File: config.mk
export PLATFORM = sky130hd
export DESIGN_NAME = fp_div_sequencer
export DESIGN_NICKNAME = d
export VERILOG_FILES = /design/src/rtl/fp_div_sequencer.sv
export SDC_FILE = /design/constraint.sdc
export NUM_CORES = 1
export LEC_CHECK = 0
export ABC_AREA = 1
export CORE_ASPECT_RATIO = 1.75
export CORE_MARGIN = 4
export CORE_UTILIZATION = 50
export CTS_BUF_LIST = sky130_fd_sc_hd__clkbuf_2 sky130_fd_sc_hd__clkbuf_4 sky130_fd_sc_hd__clkbuf_8
export DETAILED_ROUTE_END_ITERATION = 8
export PLACE_DENSITY = 0.85
export SYNTH_ARGS = -nofsm -noshare
export SYNTH_HDL_FRONTEND = slang
export SYNTH_SLANG_ARGS = --single-unit
File: constraint.sdc
create_clock -name clk -period 5.8 [get_ports clk]
set_clock_uncertainty 0.05 [all_clocks]
set_input_delay 1.45 -clock clk [delete_from_list [all_inputs] [get_ports clk]]
set_output_delay 1.45 -clock clk [all_outputs]
set_load 0.01 [all_outputs]
File: src/rtl/fp_div_sequencer.sv
// fp_div_sequencer: clocked front/back-end for a combinational single-precision
// Newton-Raphson divider. Special operands (NaN, zero, infinity, out-of-range
// exponents) are answered directly. Ordinary operand pairs are held on div_*
// for SETTLE_CYCLES cycles, and the quotient is then captured into the output
// register.
// Optional feature macro: FP_DIV_STICKY_FLAGS_EN adds an accumulating flag
// register (sticky_flags) with a synchronous clear input (flags_clear).
module fp_div_sequencer #(
   parameter int unsigned SETTLE_CYCLES = 4
) (
   input  logic        clk,
   input  logic        rst_n,
   input  logic        in_valid,
   output logic        in_ready,
   input  logic [31:0] in_numerator,
   input  logic [31:0] in_divisor,
   output logic [31:0] div_numerator,
   output logic [31:0] div_divisor,
   input  logic [31:0] div_result,
   output logic        out_valid,
   input  logic        out_ready,
   output logic [31:0] out_quotient,
   output logic [3:0]  out_flags
`ifdef FP_DIV_STICKY_FLAGS_EN
   ,
   input  logic        flags_clear,
   output logic [3:0]  sticky_flags
`endif
);

   // Flag bit positions within out_flags.
   localparam int F_INVALID = 0;
   localparam int F_DIVZERO = 1;
   localparam int F_OVERFLOW = 2;
   localparam int F_UNDERFLOW = 3;

   localparam logic [31:0] QNAN = 32'h7FC0_0000;

   // The counter is 4 bits wide; keep the load value inside 1..15.
   localparam int unsigned CNT_CLAMP = (SETTLE_CYCLES < 1)  ? 1 :
                                       (SETTLE_CYCLES > 15) ? 15 : SETTLE_CYCLES;
   localparam logic [3:0] CNT_LOAD = 4'(CNT_CLAMP);

   typedef enum logic [1:0] {
      IDLE   = 2'd0,
      SETTLE = 2'd1,
      HOLD   = 2'd2
   } state_t;

   state_t     state;
   logic [3:0] settle_cnt;

   // Operand classification. A zero exponent field flushes denormals to zero.
   function automatic logic is_zero(input logic [31:0] x);
      return (x[30:23] == 8'h00);
   endfunction

   function automatic logic is_inf(input logic [31:0] x);
      return (x[30:23] == 8'hFF) && (x[22:0] == 23'd0);
   endfunction

   function automatic logic is_nan(input logic [31:0] x);
      return (x[30:23] == 8'hFF) && (x[22:0] != 23'd0);
   endfunction

   // Pre-normalisation exponent estimate of the quotient, biased by 126.
   function automatic logic signed [9:0] range_t(input logic [7:0] ne,
                                                 input logic [7:0] de);
      return $signed({2'b00, ne}) - $signed({2'b00, de}) + 10'sd126;
   endfunction

   // Saturate a divider result whose exponent reached all-ones to a clean infinity.
   function automatic logic [31:0] sat_quotient(input logic [31:0] r);
      if (r[30:23] == 8'hFF) begin
         return {r[31], 8'hFF, 23'd0};
      end
      return r;
   endfunction

   function automatic logic [3:0] sat_flags(input logic [31:0] r);
      logic [3:0] f;
      f = 4'b0000;
      if (r[30:23] == 8'hFF) begin
         f[F_OVERFLOW] = 1'b1;
      end
      return f;
   endfunction

   logic               byp_hit;
   logic [31:0]        byp_q;
   logic [3:0]         byp_f;
   logic               res_sign;
   logic               n_zero, n_inf, n_nan;
   logic               d_zero, d_inf, d_nan;
   logic signed [9:0]  t_exp;

   assign in_ready = (state == IDLE);

   // Screen the offered operand pair for results that bypass the divider (first match wins).
   always_comb begin
      res_sign = in_numerator[31] ^ in_divisor[31];
      n_zero   = is_zero(in_numerator);
      n_inf    = is_inf(in_numerator);
      n_nan    = is_nan(in_numerator);
      d_zero   = is_zero(in_divisor);
      d_inf    = is_inf(in_divisor);
      d_nan    = is_nan(in_divisor);
      t_exp    = range_t(in_numerator[30:23], in_divisor[30:23]);
      byp_hit  = 1'b0;
      byp_q    = 32'd0;
      byp_f    = 4'b0000;
      if (n_nan || d_nan) begin
         byp_hit            = 1'b1;
         byp_q              = QNAN;
         byp_f[F_INVALID]   = 1'b1;
      end else if ((n_zero && d_zero) || (n_inf && d_inf)) begin
         byp_hit            = 1'b1;
         byp_q              = QNAN;
         byp_f[F_INVALID]   = 1'b1;
      end else if (!n_zero && !n_inf && d_zero) begin
         byp_hit            = 1'b1;
         byp_q              = {res_sign, 8'hFF, 23'd0};
         byp_f[F_DIVZERO]   = 1'b1;
      end else if (n_inf) begin
         byp_hit            = 1'b1;
         byp_q              = {res_sign, 8'hFF, 23'd0};
      end else if (n_zero || d_inf) begin
         byp_hit            = 1'b1;
         byp_q              = {res_sign, 31'd0};
      end else if (t_exp >= 10'sd254) begin
         byp_hit            = 1'b1;
         byp_q              = {res_sign, 8'hFF, 23'd0};
         byp_f[F_OVERFLOW]  = 1'b1;
      end else if (t_exp <= 10'sd0) begin
         byp_hit            = 1'b1;
         byp_q              = {res_sign, 31'd0};
         byp_f[F_UNDERFLOW] = 1'b1;
      end
   end

   // Sequencer FSM: accept, settle the divider, capture and hold the result.
   always_ff @(posedge clk) begin
      if (!rst_n) begin
         state         <= IDLE;
         settle_cnt    <= 4'd0;
         div_numerator <= 32'd0;
         div_divisor   <= 32'd0;
         out_valid     <= 1'b0;
         out_quotient  <= 32'd0;
         out_flags     <= 4'b0000;
      end else begin
         case (state)
            IDLE: begin
               if (in_valid) begin
                  if (byp_hit) begin
                     out_quotient <= byp_q;
                     out_flags    <= byp_f;
                     out_valid    <= 1'b1;
                     state        <= HOLD;
                  end else begin
                     div_numerator <= in_numerator;
                     div_divisor   <= in_divisor;
                     settle_cnt    <= CNT_LOAD;
                     state         <= SETTLE;
                  end
               end
            end
            SETTLE: begin
               if (settle_cnt == 4'd1) begin
                  out_quotient <= sat_quotient(div_result);
                  out_flags    <= sat_flags(div_result);
                  out_valid    <= 1'b1;
                  settle_cnt   <= 4'd0;
                  state        <= HOLD;
               end else begin
                  settle_cnt <= settle_cnt - 4'd1;
               end
            end
            HOLD: begin
               if (out_ready) begin
                  out_valid <= 1'b0;
                  state     <= IDLE;
               end
            end
            default: begin
               out_valid <= 1'b0;
               state     <= IDLE;
            end
         endcase
      end
   end

`ifdef FP_DIV_STICKY_FLAGS_EN
   logic out_hs;
   assign out_hs = out_valid && out_ready;

   // Accumulate flags of delivered results; a clear keeps only the flags delivered this cycle.
   always_ff @(posedge clk) begin
      if (!rst_n) begin
         sticky_flags <= 4'b0000;
      end else if (flags_clear) begin
         sticky_flags <= out_hs ? out_flags : 4'b0000;
      end else if (out_hs) begin
         sticky_flags <= sticky_flags | out_flags;
      end
   end
`else
   // No sticky flag register in this build.
`endif

endmodule

==> results.ini, run 1 <==
[timing]
setup_slack_ns = 1.039
final_hold_viol_count = 0
setup_tns_ns = 0
slew_headroom_pct = 38.04
period_needed_ns = 4.761
clock.fmax_ghz = 0.2100
finalMaxSlewViolations = 0
finalSetupViolCount = 0
fin_crit_sh_pct = 82.09
rsz0062_at_grt = no
worst_pin_slew_ns = 0.9294

[logic_synthesis]
synth_nets = 1065
syn_area_sq_um = 5873
synth_area_per_cell_sq_um = 6.163
ys.warnings.count = 0
ys_types = 32
syn-instance-count = 953
ys_seq_area_share_pct = 36.47
async_reset_ff_share_pct = 0
synth_edf_count = 0
ys.flop_type = dfxtp_1
ys_ff_latch = 107

[die]
die-height_microns = 151.4
start_util_pct = 51.00
num_io_pins = 202
rows = 52
core_sq_um = 11520
die_w_microns = 89.93
die-area_sq_um = 13610

[power]
power_frac_clock_pct = 15.4
power.leakage_nw = 3.885
pwr-share-seq_pct = 36.5
p_per_area_nw_per_um2 = 346.5
p_sw_share_pct = 38.87
ir_drop_uv = 209.7
combPwrFrac_pct = 48.1
internal-power_mw = 1.711
power_switching_mw = 1.088
fin_total_pwr_mw = 2.800

[global_route]
grt_util_all_layers_pct = 23.09
antenna_found_initial = 0
grt_max_degree = 90
grt_pass1_vias = 5734
grt_pass1_wl_microns = 26190
grt_overflow = 0

[layout]
diodes = 0
final_common_cell = nand2_1
layout_common_cells = nand2_1 (249), nor2_1 (235), clkdlybuf4s50_1 (200)
area_delta_synth_final_pct = 37.58
drive_gt1_share_pct = 4.925
instances_no_fill = 1272
final_area_sq_um = 8080
final_nets = 1244

[placed_design]
portBuffers = 201
placed_cell_area_sq_um = 7899
place.detailed.hpwl_microns = 12030
post-place-ws_ns = 0.6381
gp_congestion = 0.8253
place_inst = 1256

[worst_setup_path]
cp.required_ns = 6.06
cp-start-kind = input pin
cp.arrival_ns = 5.02
r2r_start = state[0]$_SDFFE_PN0P_
critPathKind = in2reg
cp-end-kind = flop
crit_fanout = 81
critPathLaunch = in_numerator[23]

[clock_tree]
cts_sinks = 107
cts_tree = yes
root_buffer = clkbuf_8
cts_buffer_depth = 2
clk_pin_slew_worst_paths_ns = 0.10
ctsResizeCount = 0
hold_buffers = 0
post_cts_buffers = 0
cts_max_level = 3
clk_latency_ns = 0.37
numCtsBuffers = 9

[routing]
antenna_left = 0
drc = 0
viasPerCell = 4.879
drt_iter0_drc = 247
wl_per_cell_microns = 12.59
dr.pass1.iters = 4
wirelength_microns = 16020
vias = 6206

[hold_path]
hold_start = out_valid$_SDFFE_PN0P_
hold_path.class = reg2reg

[flow_run]
maxCapViolCount = 0

[outcome]
outcome = finished, final reports clean

[routing by layer]
metal	up-vias	global-route usage [%]	wire length, microns
met5	-	0	0
met4	0	9.202	418
met3	31	6.461	1026
met2	162	42.23	8330
met1	2755	25.23	6244
li1	3258	-	-
[cell families (layout without fill, tap and decap cells)]
group / count (synthesis) / in the layout / synth area share, %
AO/OA/AOI/OAI: 40 / 40 / 4.005
XOR/XNOR: 1 / 1 / 0.1492
adder cells (fa/ha/maj): 12 / 12 / 2.684
buffers and inverters: 168 / 352 / 11.99
flip-flops: 107 / 107 / 36.47
AND/OR/NAND/NOR: 625 / 625 / 44.70
[registers in the layout, summed over array words and instances, names as in the netlist]
| signal | count |
|---|---|
| div_divisor | 32 |
| div_numerator | 32 |
| out_quotient | 32 |
| out_flags | 4 |
| settle_cnt | 4 |
| state | 2 |
| out_valid | 1 |
[worst max-delay path, stage by stage]
cell	delay [ns]
clkdlybuf4s50_1	0.49
inv_1	0.06
ha_1	0.22
fa_1	0.38
nand2_1	0.07
nand2_1	0.07
inv_1	0.06
ha_1	0.21
nand3_1	0.11
nor2_2	0.16
nand3_1	0.11
nand2_2	0.10
nand2_1	0.08
nand2_1	0.08
nor2_2	0.05
nor2_4	0.13
nand3_2	0.09
nor2_2	0.13
nand3_4	0.30
buf_12	0.35
nand2_1	0.09
nand2_1	0.05
nor2_1	0.12
[synthesized netlist by cell type (3+ instances only)]
library cell	number	area share (%)
clkbuf_1	12	0.77
dfxtp_1	107	36
a21oi_1	13	1.1
or2_2	3	0.32
nor2_1	237	15
nor2_2	5	0.53
nand4_1	9	0.96
o21ai_0	13	1.1
nor4_1	9	0.96
nand2_2	9	0.96
inv_1	126	8.1
ha_1	11	2.3
nor3_1	4	0.34
nand2_1	249	16
nand3_1	88	7.5
nand3_2	6	1.0
buf_2	20	1.7
buf_6	6	1.2
inv_2	3	0.19
o21bai_1	11	1.4
[final timing paths]
check,to,slack [ns],depth (start not counted)
max,div_numerator[26]$_SDFFE_PN0P_,1.04,23
min reg2reg,out_valid$_SDFFE_PN0P_,0.42,2
max reg2reg,out_quotient[3]$_SDFFE_PN0P_,3.41,11
min,out_valid$_SDFFE_PN0P_,0.42,2
[metrics by stage]
| stage | util (%) | hold WS [ns] |
|---|---|---|
| 6_report | 70.17 | 0.4190 |
| 5_1_grt | 70.17 | 0.4399 |
| 4_1_cts | 70.17 | 0.4154 |
| 3_5_place_dp | 68.59 | 0.3997 |
| 3_3_place_gp | 68.59 | 0.3923 |
| 2_1_floorplan | - | 0.4037 |
[area by class of cell]
| type | instances | area, sq um |
|---|---|---|
| inverter | 129 | 484.2 |
| clock buffer | 9 | 123.9 |
| clock inverter | 7 | 57.56 |
| timing repair buffer | 207 | 2064 |
| tap | 135 | 168.9 |
| multi-input combinational | 678 | 3039 |
| fill | 985 | 3436 |
| sequential | 107 | 2142 |
[power groups by stage]
stage	logic, mW	clock network, mW	registers, mW
floorplan	0.699	0	1.12
global placement	1.33	0	1.03
detailed placement	1.35	0	1.04
CTS	1.36	0.450	1.02
global route	1.52	0.473	1.04
finish	1.35	0.432	1.02
Note: power is estimated with default switching activity, not from simulation.
==> run 2, diff against run 1 <==
--- a/config.mk
+++ b/config.mk
@@ -8,10 +8,10 @@
 export ABC_AREA = 1
 export CORE_ASPECT_RATIO = 1.75
 export CORE_MARGIN = 4
-export CORE_UTILIZATION = 50
+export CORE_UTILIZATION = 47
 export CTS_BUF_LIST = sky130_fd_sc_hd__clkbuf_2 sky130_fd_sc_hd__clkbuf_4 sky130_fd_sc_hd__clkbuf_8
 export DETAILED_ROUTE_END_ITERATION = 8
-export PLACE_DENSITY = 0.85
+export PLACE_DENSITY = 0.81
 export SYNTH_ARGS = -nofsm -noshare
 export SYNTH_HDL_FRONTEND = slang
 export SYNTH_SLANG_ARGS = --single-unit
==> constraint.sdc (replaced) <==
create_clock -name clk -period 4.6 [get_ports clk]
set_clock_uncertainty 0.05 [all_clocks]
set_input_delay 1.15 -clock clk [delete_from_list [all_inputs] [get_ports clk]]
set_output_delay 1.15 -clock clk [all_outputs]
set_load 0.01 [all_outputs]
==> run 2 against run 1 <==
  * Wire length rose by 4.4%
  * Global-route usage grew 0.14 points
  * Register-to-register slack got worse by 0.97 ns
  * Hold slack better by 0.0037 ns
  * Via count about the same
  * Flip-flop and latch count unchanged
  * Cell area grew 1.2%
  * Largest power group unchanged
  * Highest routed layer unchanged
==> results.ini, run 2 (synthesis results as in run 1) <==
[timing]
slew_headroom_pct = 43.66
period_needed_ns = 4.128
finalSetupViolCount = 0
fin_crit_sh_pct = 89.75
clock.fmax_ghz = 0.2422
final_hold_viol_count = 0
setup_tns_ns = 0
worst_pin_slew_ns = 0.8430
finalMaxSlewViolations = 0
rsz0062_at_grt = no

[die]
start_util_pct = 48.40
num_io_pins = 202
die-area_sq_um = 14420
core_sq_um = 12140
die-height_microns = 155.9
rows = 53
die_w_microns = 92.50

[global_route]
grt_pass1_vias = 5841
grt_overflow = 0
grt_max_degree = 62
grt_pass1_wl_microns = 27030
grt_util_all_layers_pct = 23.24
antenna_found_initial = 0

[routing]
top_layer_used = met4
drt_iter0_drc = 183
dr.pass1.iters = 4
antenna_left = 0
vias = 6208
drc = 0
wirelength_microns = 16730
viasPerCell = 4.750
dr_wl_met2_microns = 8779
wl_per_cell_microns = 12.80
wl_met3_microns = 1267
wl_met1_microns = 6311

[clock_tree]
cts_max_level = 3
root_buffer = clkbuf_8
post_cts_buffers = 0
clk_latency_ns = 0.40
numCtsBuffers = 9
cts_buffer_depth = 2
cts_tree = yes
hold_buffers = 0
clk_pin_slew_worst_paths_ns = 0.11
cts_sinks = 107
ctsResizeCount = 0

[worst_setup_path]
critPathTopFamily = simple AND/OR/NAND/NOR gates
r2r_cells = 11
cp.arrival_ns = 4.42
crit_fanout = 20
path_cells = clkdlybuf4s50_1 > inv_1 > ha_1 > fa_1 > nand2_1 > nand2_1 > inv_1 > ha_1 > nand3_1 > nor2_2 > nand3_1 > nand2_2 > nand2_1 > nand2_1 > nor2_2 > nor2_4 > nand3_2 > nor2_2 > nand3_4 > buf_4 > nand2_1 > nand2_1 > nor2_1
cp-start-kind = input pin
critPathSlowestCell = clkdlybuf4s50_1
cp_num_cells = 23
cp_num_buf_inv = 4
cpPeakStageDelay_ns = 0.50
cp.required_ns = 4.89
critPathKind = in2reg
cp-end-kind = flop
crit_top_cell = nand2_1

[layout]
n_fill_cell = 1100
largestRegisters = div_divisor (32), div_numerator (32), out_quotient (32)
area_delta_synth_final_pct = 39.28
finalCoreUtilization_pct = 67.41
drive_gt1_share_pct = 5.342
regArea_sq_um = 2142
final_nets = 1249
multi_input_comb_area_sq_um = 3039
final_common_cell = nand2_1
diodes = 0
final_area_sq_um = 8180
layout_common_cells = nand2_1 (249), nor2_1 (235), clkdlybuf4s50_1 (200)

[power]
power.leakage_nw = 3.916
p_per_area_nw_per_um2 = 438.9
ir_drop_uv = 265.0
fin_total_pwr_mw = 3.590

[hold_path]
min_path_cells = 2
hold_path.class = reg2reg

[outcome]
outcome = finished, final reports clean

[placed_design]
gp_congestion = 0.8734
placed_cell_area_sq_um = 7986
portBuffers = 201
place.detailed.hpwl_microns = 12860

[flow_run]
maxCapViolCount = 0

-- run 2: path summary, 6_finish.rpt --
check / slack (ns) / start / end
max reg2reg: 2.44 / settle_cnt[1]$_SDFFE_PN0P_ / out_quotient[24]$_SDFFE_PN0P_
min reg2reg: 0.42 / out_quotient[22]$_SDFFE_PN0P_ / out_quotient[22]$_SDFFE_PN0P_
min: 0.42 / out_quotient[22]$_SDFFE_PN0P_ / out_quotient[22]$_SDFFE_PN0P_
max: 0.47 / in_numerator[23] / div_divisor[24]$_SDFFE_PN0P_
-- run 2: through the flow --
stage | hold WS, ns | worst slack [ns] | cells
after floorplan | 0.4037 | 0.8569 | 953
after global placement | 0.3852 | 0.1126 | 1291
after detailed placement | 0.4023 | 0.03316 | 1291
after CTS | 0.4193 | 0.4565 | 1307
after global routing | 0.4525 | 0.02869 | 1307
final | 0.4227 | 0.4717 | 1307
-- run 2: worst min-delay path, stage by stage (launching register included) --
cell and delay (ns):
dfxtp_1 0.33, nand2_1 0.06, a21oi_1 0.05
-- run 2: layer usage --
metal	vias to the layer above	GRT usage (%)
met3	23	6.467
met2	167	42.83
met4	0	9.851
met5	-	0
met1	2745	24.36
li1	3273	-
-- run 2: layout make-up --
cell class,instances,share of cell area (%)
clock inverters,6,0.6883
well taps,165,2.524
clock buffers,10,1.682
inverters,129,5.919
multi-input cells,678,37.15
repair buffers,212,25.85
flip-flops and latches,107,26.19
-- run 2: where the power goes --
part           switching (mW)  internal, mW  leakage [nW]
sequential              0.122          1.17         0.879
combinational           0.919         0.803          2.94
clock                   0.356         0.223        0.0969
total                    1.40          2.19          3.92
==> run 3, diff against run 2 <==
--- a/config.mk
+++ b/config.mk
@@ -9,7 +9,7 @@
 export CORE_ASPECT_RATIO = 1.75
 export CORE_MARGIN = 4
 export CORE_UTILIZATION = 47
-export CTS_BUF_LIST = sky130_fd_sc_hd__clkbuf_2 sky130_fd_sc_hd__clkbuf_4 sky130_fd_sc_hd__clkbuf_8
+export CTS_BUF_LIST = sky130_fd_sc_hd__clkbuf_4
 export DETAILED_ROUTE_END_ITERATION = 8
 export PLACE_DENSITY = 0.81
 export SYNTH_ARGS = -nofsm -noshare
==> run 3 against run 2 <==
  * Clock power fell by 21%
  * Register-to-register slack barely moved
  * Sequential share of layout area rose by 0.21 points
  * Sequential power barely moved
  * Global-route usage fell by 0.12 points
  * Setup slack improved by 0.087 ns
  * Total power fell by 3.5%
  * Via count fell by 0.58%
  * Largest power group unchanged
  * Die area did not move
  * Combinational power barely moved
  * Final cell count barely moved
  * Cell area fell by 0.78%
==> results.ini, run 3 (synthesis results as in run 1) <==
[layout]
area_delta_synth_final_pct = 38.20
final_area_sq_um = 8117
n_fill_cell = 1111
drive_gt1_share_pct = 5.254
regArea_sq_um = 2142
multi_input_comb_area_sq_um = 3039
final_nets = 1249
layout_common_cells = nand2_1 (249), nor2_1 (235), clkdlybuf4s50_1 (200)
largestRegisters = div_divisor (32), div_numerator (32), out_quotient (32)
final_common_cell = nand2_1

[global_route]
grt_pass1_vias = 5840
antenna_found_initial = 1
grt_overflow = 0
grt_util_all_layers_pct = 23.11
grt_max_degree = 62
grt_pass1_wl_microns = 26970

[timing]
finalSetupViolCount = 0
clock.fmax_ghz = 0.2474
period_needed_ns = 4.042
setup_slack_ns = 0.5583
final_hold_viol_count = 0
setup_tns_ns = 0
slew_headroom_pct = 43.41
whs_ns = 0.4283
fin_crit_sh_pct = 87.86
rsz0062_at_grt = no
worst_pin_slew_ns = 0.8467
finalMaxSlewViolations = 0

[clock_tree]
cts_tree = yes
clk_pin_slew_worst_paths_ns = 0.17
ctsResizeCount = 0
post_cts_buffers = 0
cts_max_level = 3
hold_buffers = 0
cts_sinks = 107
cts_buffer_depth = 2
root_buffer = clkbuf_4
numCtsBuffers = 9
clk_latency_ns = 0.47

[routing]
antenna_left = 0
viasPerCell = 4.719
vias = 6172
drt_iter0_drc = 210
dr.pass1.iters = 4
drc = 0
wl_per_cell_microns = 12.78
wirelength_microns = 16710

[die]
start_util_pct = 48.40
die-area_sq_um = 14420
core_sq_um = 12140
die_w_microns = 92.50
num_io_pins = 202
die-height_microns = 155.9
rows = 53

[power]
power.leakage_nw = 3.887
fin_total_pwr_mw = 3.465
ir_drop_uv = 253.0
p_per_area_nw_per_um2 = 426.9

[worst_setup_path]
cp-start-kind = input pin
r2r_cells = 11
cp.required_ns = 4.96
critPathKind = in2reg
cp.arrival_ns = 4.40
crit_fanout = 41
cp-end-kind = flop

[placed_design]
post-place-ws_ns = 0.03316
placed_cell_area_sq_um = 7986
gp_congestion = 0.8734
place.detailed.hpwl_microns = 12860
portBuffers = 201

[flow_run]
maxCapViolCount = 0

[outcome]
outcome = finished, final reports clean

[hold_path]
hold_path.class = reg2reg
min_path_cells = 2

==> run 3: changes by cell type in the layout (fill, tap and decap cells not counted) <==
cell and delta:
clkbuf_4 +9, diode_2 +1, clkinv_1 +1, clkbuf_8 -10
==> run 3: cell type report <==
type	instances	area share [%]
tap	165	2.544
multi-input combinational	678	37.44
antenna	1	0.03083
timing repair buffer	212	26.05
clock buffer	9	0.8324
inverter	129	5.966
clock inverter	7	0.7399
sequential	107	26.39
==> run 3: path summary, 6_finish.rpt <==
| check | start | endpoint | slack (ns) |
|---|---|---|---|
| worst max-delay path | in_numerator[23] | div_numerator[24]$_SDFFE_PN0P_ | 0.56 |
| worst min-delay path | out_quotient[22]$_SDFFE_PN0P_ | out_quotient[22]$_SDFFE_PN0P_ | 0.43 |
| worst max register to register | settle_cnt[1]$_SDFFE_PN0P_ | out_quotient[15]$_SDFFE_PN0P_ | 2.44 |
| worst min register to register | out_quotient[22]$_SDFFE_PN0P_ | out_quotient[22]$_SDFFE_PN0P_ | 0.43 |
==> run 3: power breakdown <==
group          switching (mW)  internal, mW  leakage (nW)
combinational           0.917         0.803          2.94
sequential              0.122          1.17         0.879
clock                   0.336         0.121        0.0680
total                    1.38          2.09          3.89
==> run 3: worst max-delay path, cell delays in order <==
cell and delay [ns]:
clkdlybuf4s50_1 0.50, inv_1 0.07, ha_1 0.22, fa_1 0.38, nand2_1 0.07, nand2_1 0.07, inv_1 0.06, ha_1 0.21
nand3_1 0.11, nor2_2 0.16, nand3_1 0.10, nand2_2 0.10, nand2_1 0.07, nand2_1 0.08, nor2_2 0.05, nor2_4 0.13
nand3_2 0.11, nor2_2 0.14, nand3_4 0.15, buf_12 0.22, nand2_1 0.08, nand2_1 0.05, nor2_1 0.11
==> run 3: per-stage QoR <==
step	util (%)	instances
5_1_grt	66.88	1308
2_1_floorplan	-	953
3_3_place_gp	65.81	1291
4_1_cts	66.86	1307
3_5_place_dp	65.81	1291
6_report	66.88	1308
==> run 3: routing by layer <==
metal / global-route usage [%] / share of wire, % / vias up
met1: 24.12 / 38 / 2709
met2: 43.01 / 52 / 166
li1: - / - / 3276
met3: 7.191 / 7.4 / 21
met4: 8.150 / 2.2 / 0
met5: 0 / 0 / -
